[src/rtl/dac_stream_pkg.sv]
// rtl/dac_stream_pkg.sv - shared types, defaults and helpers for the DAC streaming stage
// Contents:
//   state_t        playback state (ST_IDLE / ST_RUN)
//   *_DEF          default parameter values for dac_stream_out
//   eff_div()      effective sample divider, max(div, 1)
package dac_stream_pkg;

  typedef enum logic {
    ST_IDLE = 1'b0,
    ST_RUN  = 1'b1
  } state_t;

  localparam int          FIFO_DEPTH_DEF = 64;
  localparam int          DIV_W_DEF      = 16;
  localparam logic [7:0]  IDLE_CODE_DEF  = 8'h80;

  // A divider of 0 would make every cycle a sample slot and leave no room
  // for a dac_clk low phase, so it is treated as 1.
  function automatic logic [31:0] eff_div(input logic [31:0] d);
    return (d == 32'd0) ? 32'd1 : d;
  endfunction

endpackage

[src/rtl/dac_stream_if.sv]
// rtl/dac_stream_if.sv - sample push handshake between bus-side logic and the DAC stage
// Signals:
//   s_data   [7:0]  sample to push
//   s_valid         push request
//   s_ready         sink can accept (FIFO not full)
// Modports: master (sample source), slave (dac_stream_out)
interface dac_stream_if;

  logic [7:0] s_data;
  logic       s_valid;
  logic       s_ready;

  modport master (
    output s_data,
    output s_valid,
    input  s_ready
  );

  modport slave (
    input  s_data,
    input  s_valid,
    output s_ready
  );

endinterface

[src/rtl/dac_sample_fifo.sv]
// rtl/dac_sample_fifo.sv - single-clock sample FIFO with occupancy output
// Ports:
//   clk, rst_n            clock, asynchronous active-low reset
//   wr_en, wr_data        write request/data (ignored while full)
//   rd_en                 pop request (ignored while empty)
//   rd_data               head-of-queue entry, valid while !empty
//   full, empty, level    status, level in 0..DEPTH
module dac_sample_fifo #(
  parameter int DEPTH = 64,
  parameter int WIDTH = 8
) (
  input  logic                     clk,
  input  logic                     rst_n,
  input  logic                     wr_en,
  input  logic [WIDTH-1:0]         wr_data,
  input  logic                     rd_en,
  output logic [WIDTH-1:0]         rd_data,
  output logic                     full,
  output logic                     empty,
  output logic [$clog2(DEPTH):0]   level
);

  localparam int AW = $clog2(DEPTH);

  // Pointers carry one extra wrap bit: equal addresses with differing wrap
  // bits mean full, identical pointers mean empty.
  logic [AW:0]      wr_ptr;
  logic [AW:0]      rd_ptr;
  logic [WIDTH-1:0] mem [DEPTH];

  logic do_wr;
  logic do_rd;

  assign empty   = (wr_ptr == rd_ptr);
  assign full    = (wr_ptr[AW] != rd_ptr[AW]) && (wr_ptr[AW-1:0] == rd_ptr[AW-1:0]);
  assign level   = wr_ptr - rd_ptr;
  assign rd_data = mem[rd_ptr[AW-1:0]];

  assign do_wr = wr_en && !full;
  assign do_rd = rd_en && !empty;

  always_ff @(posedge clk or negedge rst_n) begin
    if (!rst_n) begin
      wr_ptr <= '0;
      rd_ptr <= '0;
    end else begin
      if (do_wr) wr_ptr <= wr_ptr + 1'b1;
      if (do_rd) rd_ptr <= rd_ptr + 1'b1;
    end
  end

  // Storage needs no reset; only entries between the pointers are ever read.
  always_ff @(posedge clk) begin
    if (do_wr) mem[wr_ptr[AW-1:0]] <= wr_data;
  end

endmodule

[src/rtl/dac_stream_out.sv]
// rtl/dac_stream_out.sv - buffered, rate-controlled sample stream to a parallel DAC
// Build option: DAC_STREAM_TWOS_COMP_EN - samples are two's complement and are
//   converted to offset binary on push (MSB inverted); default passes them as-is.
// Ports:
//   hclk, hresetn   clock, asynchronous active-low reset
//   enable          playback enable (level)
//   div             sample period minus 1 in hclk cycles, 0 treated as 1
//   s               sample push handshake (dac_stream_if.slave)
//   fifo_level      FIFO occupancy
//   underrun        sticky: a sample slot found the FIFO empty
//   underrun_clr    pulse clearing underrun (a same-cycle set wins)
//   busy            enabled and FIFO non-empty or period in progress
//   dac_data        registered DAC code, IDLE_CODE while disabled
//   dac_clk         registered DAC clock, rises mid-sample
module dac_stream_out
  import dac_stream_pkg::*;
#(
  parameter int         FIFO_DEPTH = FIFO_DEPTH_DEF,
  parameter int         DIV_W      = DIV_W_DEF,
  parameter logic [7:0] IDLE_CODE  = IDLE_CODE_DEF
) (
  input  logic                          hclk,
  input  logic                          hresetn,
  input  logic                          enable,
  input  logic [DIV_W-1:0]              div,
  dac_stream_if.slave                   s,
  output logic [$clog2(FIFO_DEPTH):0]   fifo_level,
  output logic                          underrun,
  input  logic                          underrun_clr,
  output logic                          busy,
  output logic [7:0]                    dac_data,
  output logic                          dac_clk
);

  localparam logic [DIV_W:0] ONE_W = 1;

  state_t           state_q, state_d;
  logic [DIV_W-1:0] cnt_q, cnt_d;
  logic [DIV_W-1:0] eff_q, eff_d;
  logic [DIV_W:0]   half;
  logic [7:0]       dac_data_q, dac_data_d;
  logic             dac_clk_q, dac_clk_d;
  logic             underrun_q, underrun_d;
  logic             tick;
  logic             pop;
  logic             push;
  logic [7:0]       wr_data;
  logic [7:0]       fifo_rd_data;
  logic             fifo_full;
  logic             fifo_empty;

`ifdef DAC_STREAM_TWOS_COMP_EN
  assign wr_data = {~s.s_data[7], s.s_data[6:0]};
`else
  assign wr_data = s.s_data;
`endif

  assign s.s_ready = !fifo_full;
  assign push      = s.s_valid && !fifo_full;

  dac_sample_fifo #(
    .DEPTH (FIFO_DEPTH),
    .WIDTH (8)
  ) u_fifo (
    .clk     (hclk),
    .rst_n   (hresetn),
    .wr_en   (push),
    .wr_data (wr_data),
    .rd_en   (pop),
    .rd_data (fifo_rd_data),
    .full    (fifo_full),
    .empty   (fifo_empty),
    .level   (fifo_level)
  );

  // Emptiness is judged from registered state, so a sample pushed in a slot
  // cycle into an empty FIFO waits for the next slot.
  assign tick = enable && (cnt_q == eff_q);
  assign pop  = tick && !fifo_empty;

  always_comb begin
    state_d    = enable ? ST_RUN : ST_IDLE;
    cnt_d      = '0;
    eff_d      = eff_q;
    dac_data_d = dac_data_q;
    underrun_d = underrun_q;

    if (underrun_clr)       underrun_d = 1'b0;
    if (tick && fifo_empty) underrun_d = 1'b1;

    // The divider is latched only at a period boundary: while idle (which
    // also covers the first enabled cycle) and at each slot.
    if (state_q == ST_IDLE || tick) eff_d = DIV_W'(eff_div(32'(div)));

    if (!enable) begin
      dac_data_d = IDLE_CODE;
    end else begin
      if (!tick) cnt_d = cnt_q + DIV_W'(1);
      if (pop)   dac_data_d = fifo_rd_data;
    end

    // dac_clk is registered from the next count so it lines up with cnt:
    // low for the first half of the period, high from cnt == H onward.
    half      = ({1'b0, eff_d} + ONE_W) >> 1;
    dac_clk_d = enable && ({1'b0, cnt_d} >= half);
  end

  always_ff @(posedge hclk or negedge hresetn) begin
    if (!hresetn) begin
      state_q    <= ST_IDLE;
      cnt_q      <= '0;
      eff_q      <= DIV_W'(1);
      dac_data_q <= IDLE_CODE;
      dac_clk_q  <= 1'b0;
      underrun_q <= 1'b0;
    end else begin
      state_q    <= state_d;
      cnt_q      <= cnt_d;
      eff_q      <= eff_d;
      dac_data_q <= dac_data_d;
      dac_clk_q  <= dac_clk_d;
      underrun_q <= underrun_d;
    end
  end

  assign dac_data = dac_data_q;
  assign dac_clk  = dac_clk_q;
  assign underrun = underrun_q;
  assign busy     = enable && (!fifo_empty || (cnt_q != '0));

endmodule
[src/flat_wrapper.sv]
// flat-port wrapper written by rule: the top's interface ports become plain ports
module dac_stream_out_flat import dac_stream_pkg::*;
#(
  parameter int         FIFO_DEPTH = FIFO_DEPTH_DEF,
  parameter int         DIV_W      = DIV_W_DEF,
  parameter logic [7:0] IDLE_CODE  = IDLE_CODE_DEF
)
  (hclk, hresetn, enable, div, fifo_level, underrun, underrun_clr, busy, dac_data, dac_clk, s_s_data, s_s_valid, s_s_ready);
  dac_stream_if s_i ();
  input  logic hclk;
  input  logic hresetn;
  input  logic enable;
  input  logic [DIV_W-1:0] div;
  output logic [$clog2(FIFO_DEPTH):0] fifo_level;
  output logic underrun;
  input  logic underrun_clr;
  output logic busy;
  output logic [7:0] dac_data;
  output logic dac_clk;
  input wire logic [$bits(s_i.s_data)-1:0] s_s_data;
  input wire logic [$bits(s_i.s_valid)-1:0] s_s_valid;
  output wire logic [$bits(s_i.s_ready)-1:0] s_s_ready;
  assign s_i.s_data = s_s_data;
  assign s_i.s_valid = s_s_valid;
  assign s_s_ready = s_i.s_ready;
  dac_stream_out #(.FIFO_DEPTH(FIFO_DEPTH), .DIV_W(DIV_W), .IDLE_CODE(IDLE_CODE)) u_core (.hclk(hclk), .hresetn(hresetn), .enable(enable), .div(div), .s(s_i), .fifo_level(fifo_level), .underrun(underrun), .underrun_clr(underrun_clr), .busy(busy), .dac_data(dac_data), .dac_clk(dac_clk));
endmodule
[config.mk]
export PLATFORM = sky130hd
export DESIGN_NAME = dac_stream_out_flat
export DESIGN_NICKNAME = d
export VERILOG_FILES = /design/src/rtl/dac_stream_pkg.sv /design/src/rtl/dac_stream_if.sv /design/src/rtl/dac_sample_fifo.sv /design/src/rtl/dac_stream_out.sv /design/src/flat_wrapper.sv
export SDC_FILE = /design/constraint.sdc
export NUM_CORES = 1
export LEC_CHECK = 0
export BUFFER_PORTS_ARGS = -buffer_cell sky130_fd_sc_hd__buf_2
export CAP_MARGIN = 20
export CORE_UTILIZATION = 65
export DETAILED_ROUTE_END_ITERATION = 8
export PLACE_DENSITY_LB_ADDON = 0.15
export SLEW_MARGIN = 20
export SYNTH_ARGS = -nofsm -noshare
export SYNTH_HDL_FRONTEND = slang
export SYNTH_SLANG_ARGS = --single-unit
[constraint.sdc]
create_clock -name hclk -period 5.93 [get_ports hclk]
set_input_delay 0.2965 -clock hclk [delete_from_list [all_inputs] [get_ports hclk]]
set_output_delay 0.2965 -clock hclk [all_outputs]
set_load 0.02 [all_outputs]
Word level (Yosys, flattened, before mapping)
Memories as Yosys holds them, arrays and structs flattened.
Index checks and enable logic that the tools add are counted.
W data, S select, Z words.
{ "totals": {"n_memories": 1, "in_bits": 29, "register_bits": 57, "word_cells": 48, "out_inout_bits": 19, "mem_bits_rw": 512} }
{ "classes": {"n_reduce_logical": 16, "n_mux": 11, "eq_ne": 5, "n_lt_le_gt_ge": 1, "bitwise_logic": 1, "n_addsub": 5} }
{ "memory_table": {"columns": ["memory", "words", "word_bits", "read_ports", "rd_ports_with_merged_regs", "write_ports", "line", "source"], "rows": [
  ["u_core.u_fifo.mem", 64, 8, 1, 0, 1, "dac_sample_fifo.sv:29", "logic [WIDTH-1:0] mem [DEPTH];"]
]} }
{ "ops": {"columns": ["cell", "n"], "rows": [
  ["$mux W16", 4],
  ["$add A16 B1 Y17 const B", 1],
  ["$add A16 B1 Y16 const B", 1],
  ["$eq A16 B16 Y1", 1],
  ["$ge A16 B16 Y1", 1],
  ["$logic_not A16 Y1", 1],
  ["$mux W8", 2],
  ["$reduce_bool A16 Y1", 1],
  ["$add A7 B1 Y7 const B", 2],
  ["$logic_and A1 B1 Y1", 9],
  ["$eq A7 B7 Y1", 1],
  ["$sub A7 B7 Y7", 1],
  ["$eq A6 B6 Y1", 1],
  ["$mux W1", 5],
  ["$logic_not A1 Y1", 2],
  ["$logic_or A1 B1 Y1", 2],
  ["$ne A2 B1 Y1 const B", 1],
  ["$reduce_bool A2 Y1", 1],
  ["$ne A1 B1 Y1", 1],
  ["$not A1 Y1", 1]
]} }

Depth between registers and ports, before layout
{ "logic_depth": {"depth_word": 7, "mapped_depth": 20, "depth_no_buf": 16} }

Modules after synthesis
A second synthesis with hierarchy kept.
{ "unflattened": {"cells_unflattened": 1436, "area_unflattened_um2": 24103.1} }
{ "modules_own_cells": {"columns": ["mod", "seq_area_each_um2", "cells_per_inst", "area_each_um2", "n_inst"], "rows": [
  ["dac_sample_fifo", 15725.1, 1078, 21074.0, 1],
  ["dac_stream_out", 1078.5, 358, 3029.2, 1]
]} }

Worst setup path before layout
Ideal clock, no wire load.
{ "synth_path": {"kind": "reg-to-reg", "startpoint": "reg u_core.eff_q[8]", "endpoint": "reg u_core.dac_clk_q, in the netlist u_core.dac_clk", "setup_time_ps": 135, "required_ps": 5795, "path_stages_with_launch": 19, "period_less_slack_ps": 3973, "n_path_buf": 3, "arrival_ps": 3838, "path_slack_ps": 1957, "cell_sequence": "dfrtp_1 -> xor2_1 -> nor4_1 -> nand3_1 -> o21ai_4 -> buf_4 -> buf_2 -> nor2_1 -> a21oi_1 -> ha_1 -> clkbuf_1 -> xor2_1 -> ha_1 -> a21o_1 -> a21o_1 -> a21o_1 -> a21o_1 -> a2111oi_0 -> o41ai_1"} }
{ "synth_via": {"elab_chain_len": 7, "elab_cells_between_ends": 9, "classes_between": "add/sub: 1; order compare: 1; eq/ne: 1; mux: 3; reduce/logical: 3"} }
{ "synth_lines": {"columns": ["item", "line", "source"], "rows": [
  ["start, declared", "dac_stream_out.sv:39", "logic [DIV_W-1:0] eff_q, eff_d;"],
  ["start signal, assigned", "dac_stream_out.sv:112", "eff_q <= DIV_W'(1);"],
  ["start signal, assigned", "dac_stream_out.sv:119", "eff_q <= eff_d;"],
  ["$eq A16 B16 Y1", "dac_stream_out.sv:78", "assign tick = enable && (cnt_q == eff_q);"],
  ["$logic_and A1 B1 Y1", "dac_stream_out.sv:78", null],
  ["$logic_or A1 B1 Y1", "dac_stream_out.sv:93", "if (state_q == ST_IDLE || tick) eff_d = DIV_W'(eff_div(32'(div)));"],
  ["$mux W16", "dac_stream_out.sv:93", null],
  ["via u_core.eff_d[0]", "dac_stream_out.sv:39", null],
  ["$add A16 B1 Y17", "dac_stream_out.sv:104", "half = ({1'b0, eff_d} + ONE_W) >> 1;"],
  ["$ge A16 B16 Y1", "dac_stream_out.sv:105", "dac_clk_d = enable && ({1'b0, cnt_d} >= half);"],
  ["$logic_and A1 B1 Y1", "dac_stream_out.sv:105", null],
  ["via u_core.dac_clk_d", "dac_stream_out.sv:42", "logic dac_clk_q, dac_clk_d;"],
  ["end signal, assigned", "dac_stream_out.sv:121", "dac_clk_q <= dac_clk_d;"],
  ["end, declared", "dac_stream_out.sv:42", null]
]} }
The timed path passes the listed nets, and every way through them passes these cells.
A chain may end at the register's enable or synchronous reset.

Worst setup path in the final report
{ "layout_path": {"startpoint": "reg u_core.cnt_q[8]", "endpoint": "reg u_core.dac_clk_q, in the netlist u_core.dac_clk"} }
{ "layout_via": {"elab_chain_len": 7, "elab_cells_between_ends": 10, "classes_between": "add/sub: 2; order compare: 1; eq/ne: 1; mux: 3; reduce/logical: 3"} }
{ "layout_lines": {"columns": ["item", "line", "source"], "rows": [
  ["start, declared", "dac_stream_out.sv:38", "logic [DIV_W-1:0] cnt_q, cnt_d;"],
  ["start signal, assigned", "dac_stream_out.sv:118", "cnt_q <= cnt_d;"],
  ["$eq A16 B16 Y1", "dac_stream_out.sv:78", null],
  ["$logic_and A1 B1 Y1", "dac_stream_out.sv:78", null],
  ["$logic_or A1 B1 Y1", "dac_stream_out.sv:93", null],
  ["$mux W16", "dac_stream_out.sv:93", null],
  ["via u_core.eff_d[1]", "dac_stream_out.sv:39", null],
  ["$add A16 B1 Y17", "dac_stream_out.sv:104", null],
  ["$ge A16 B16 Y1", "dac_stream_out.sv:105", null],
  ["$logic_and A1 B1 Y1", "dac_stream_out.sv:105", null],
  ["via u_core.dac_clk_d", "dac_stream_out.sv:42", null]
]} }
The timed path passes the listed nets, and every way through them passes these cells.

==> run metrics <==
Die Span Y 192 µm; drt first pass iters 5; total gr overflow 0; initial antenna violation count 0; nets 1326; setup TNS 0 ns; Slew @ Worst Pin 1.05 ns; area grow syn2layout 11.0%; Crit Path Class reg -> reg; crit start category flop; Rel. slew slack 0.295; Yosys warnings 0; DP Area 24000 µm²; worst-path maximum fanout 35; CTS Root Cell clkbuf_16; Yosys reg bits 569; first-pass GRT wire length 74100 µm; Req. time, crit path 6.39 ns; Post-Route WL 49500 µm; HPWL Detailed 29400 µm; vias in the first global route 11700; min-delay worst type in -> reg; number of routed nets with antenna violations 0; Post-Synthesis Cells 1204; Async SR Flop Fraction 0.100; Top FF cell, synth edfxtp_1; final setup fails 0; syn_nets 1261; num ports 48; Post-CTS Resized 0; max cap viols 0; synthesized area per cell 19.4 µm²; antenna cell count 0; minimum clock period 4.40 ns; placer congestion estimate 0.884; number of synthesized flops with an enable pin 512; clock latency at the later pin of the worst-skew pair 0.60 ns; H-tree depth 2; layout cells sized above 1 0.248; P per Cell Area 342 nW/µm²; commonest cells after routing, fill and taps aside edfxtp_1 (512), mux4_2 (160), nor2_1 (102); pin count of the biggest net entering global routing 105; commonest non-fill, non-tap cell in the layout edfxtp_1; Design Area, Final 26000 µm²; Synth cell types 51; Final Skew 0.0203 ns; status complete, no violations; CTS tree built; Initial DRC Count 1140; Chip Width 192 µm; total number of vias 11700; clock sink count 569; unrepaired setup endpoints after global routing false; fin. max-slew vios 0; DIE AREA 36800 µm²; Starting Density 0.659; CP arrival 4.86 ns; Core ar. 35500 µm²; Lkg Pwr 8.47 nW; Max Fclk 0.227 GHz; Synth Cell Area 23400 µm²; worst-case clock buffer depth 3; via/cell ratio 6.61; post-synthesis sequential area ratio 0.718; Tcrit/Tclk final 0.741; # port buffers 47; critical path capture point type flop; DRC violations left 0; Worst-path clk slew 0.06 ns; Worst VDD drop 0.288 mV; Routed WL per cell 27.9 µm; Hold Vio Cnt, Final 0; total track usage 0.283; CTS buffer count 54; row count 69
-- through the flow --
step | hold slack (ns) | setup slack [ns] | utilization | power (W) | cells
after floorplan | 0.000909 | 1.96 | - | 0.00510 | 1204
after global placement | 0.474 | 1.53 | 0.677 | 0.00538 | 1664
after detailed placement | 0.482 | 1.52 | 0.677 | 0.00541 | 1664
after CTS | 0.00127 | 1.50 | 0.732 | 0.00893 | 1774
after global routing | 0.00944 | 1.14 | 0.732 | 0.00913 | 1774
final | 0.0321 | 1.53 | 0.732 | 0.00889 | 1774
-- state kept, by name, indices dropped and copies added, names as in the netlist --
register	flops
u_core.u_fifo.mem	512
u_core.cnt_q	16
u_core.eff_q	16
u_core.dac_data	8
u_core.u_fifo.rd_ptr	7
u_core.u_fifo.wr_ptr	7
u_core.dac_clk	1
u_core.state_q	1
u_core.underrun	1
-- Yosys cell counts, types with 13 or more instances --
library cell  instances  share of area
nand3_1              23         0.0049
a22oi_1              16         0.0051
a21oi_1              15         0.0032
mux2_2               15         0.0072
nor2_1              102          0.016
xnor2_1              28          0.010
ha_1                 27          0.014
edfxtp_1            512           0.66
clkbuf_1             26         0.0042
nand2_1              28         0.0045
buf_1                13         0.0021
mux4_2              160           0.15
dfrtp_1              55          0.059
xor2_1               35          0.013
inv_1                22         0.0035
-- final timing paths --
path                                                startpoint                             endpoint  slack (ns)  cells after the start
setup reg to reg                     u_core.cnt_q[8]$_DFF_PN0_             u_core.dac_clk$_DFF_PN0_        1.53                     15
min in group asynchronous                              hresetn       u_core.dac_data[5]$_DFFE_PN0P_        0.38                      3
max in group asynchronous                              hresetn  u_core.u_fifo.rd_ptr[1]$_DFFE_PN0P_        4.99                      3
setup / recovery                     u_core.cnt_q[8]$_DFF_PN0_             u_core.dac_clk$_DFF_PN0_        1.53                     15
hold reg to reg            u_core.u_fifo.wr_ptr[6]$_DFFE_PN0P_  u_core.u_fifo.wr_ptr[6]$_DFFE_PN0P_        0.49                      1
hold / removal                                         div[15]           u_core.eff_q[15]$_DFF_PN0_        0.03                      3
-- power by group --
part | internal [W] | switching, W
clock network | 0.00209 | 0.00145
registers | 0.00453 | 0.0000982
logic | 0.000214 | 0.000502
total | 0.00684 | 0.00205
-- cells by family (layout without fill, tap and decap cells) --
kind of cell	Yosys count	count (layout)	share of synthesized area
multiplexers	184	184	0.165
XOR/XNOR	63	63	0.0236
flip-flops	569	569	0.718
AND/OR/NAND/NOR	215	215	0.0434
adder cells (fa/ha/maj)	28	28	0.0153
AO/OA/AOI/OAI	64	64	0.0189
buffers and inverters	81	190	0.0155
-- worst max-delay path, cell delays in order, from the launching register on --
cell	delay (ns)
dfrtp_1	0.45
xor2_1	0.18
nor4_1	0.30
nand3_1	0.20
o21ai_4	0.18
buf_4	0.38
mux2_2	0.40
ha_1	0.34
xor2_1	0.23
ha_1	0.29
a21o_1	0.16
a21o_1	0.17
a21o_1	0.17
a21o_1	0.16
a2111oi_0	0.51
o41ai_1	0.15
-- what timing repair did --
| action | in CTS | in global routing |
|---|---|---|
| hold buffers | 10 | 0 |
| hold endpoints to repair | 64 | 0 |
| buffers inserted | 0 | 0 |
-- layer usage --
layer / track usage / vias up / wire length, µm
li1: - / 4992 / -
met3: 0.0504 / 91 / 3700
met5: 0 / - / 0
met2: 0.436 / 530 / 23800
met4: 0.0867 / 0 / 1380
met1: 0.421 / 6108 / 20700
-- layout make-up --
class	instances	area, µm²
clock inverters	35	417
multi-input cells	554	6230
fillers	1989	9510
inverters	23	86.3
flip-flops and latches	569	16800
repair buffers	67	435
well taps	461	577
clock buffers	65	1410
Note: power is estimated with default switching activity, not from simulation.
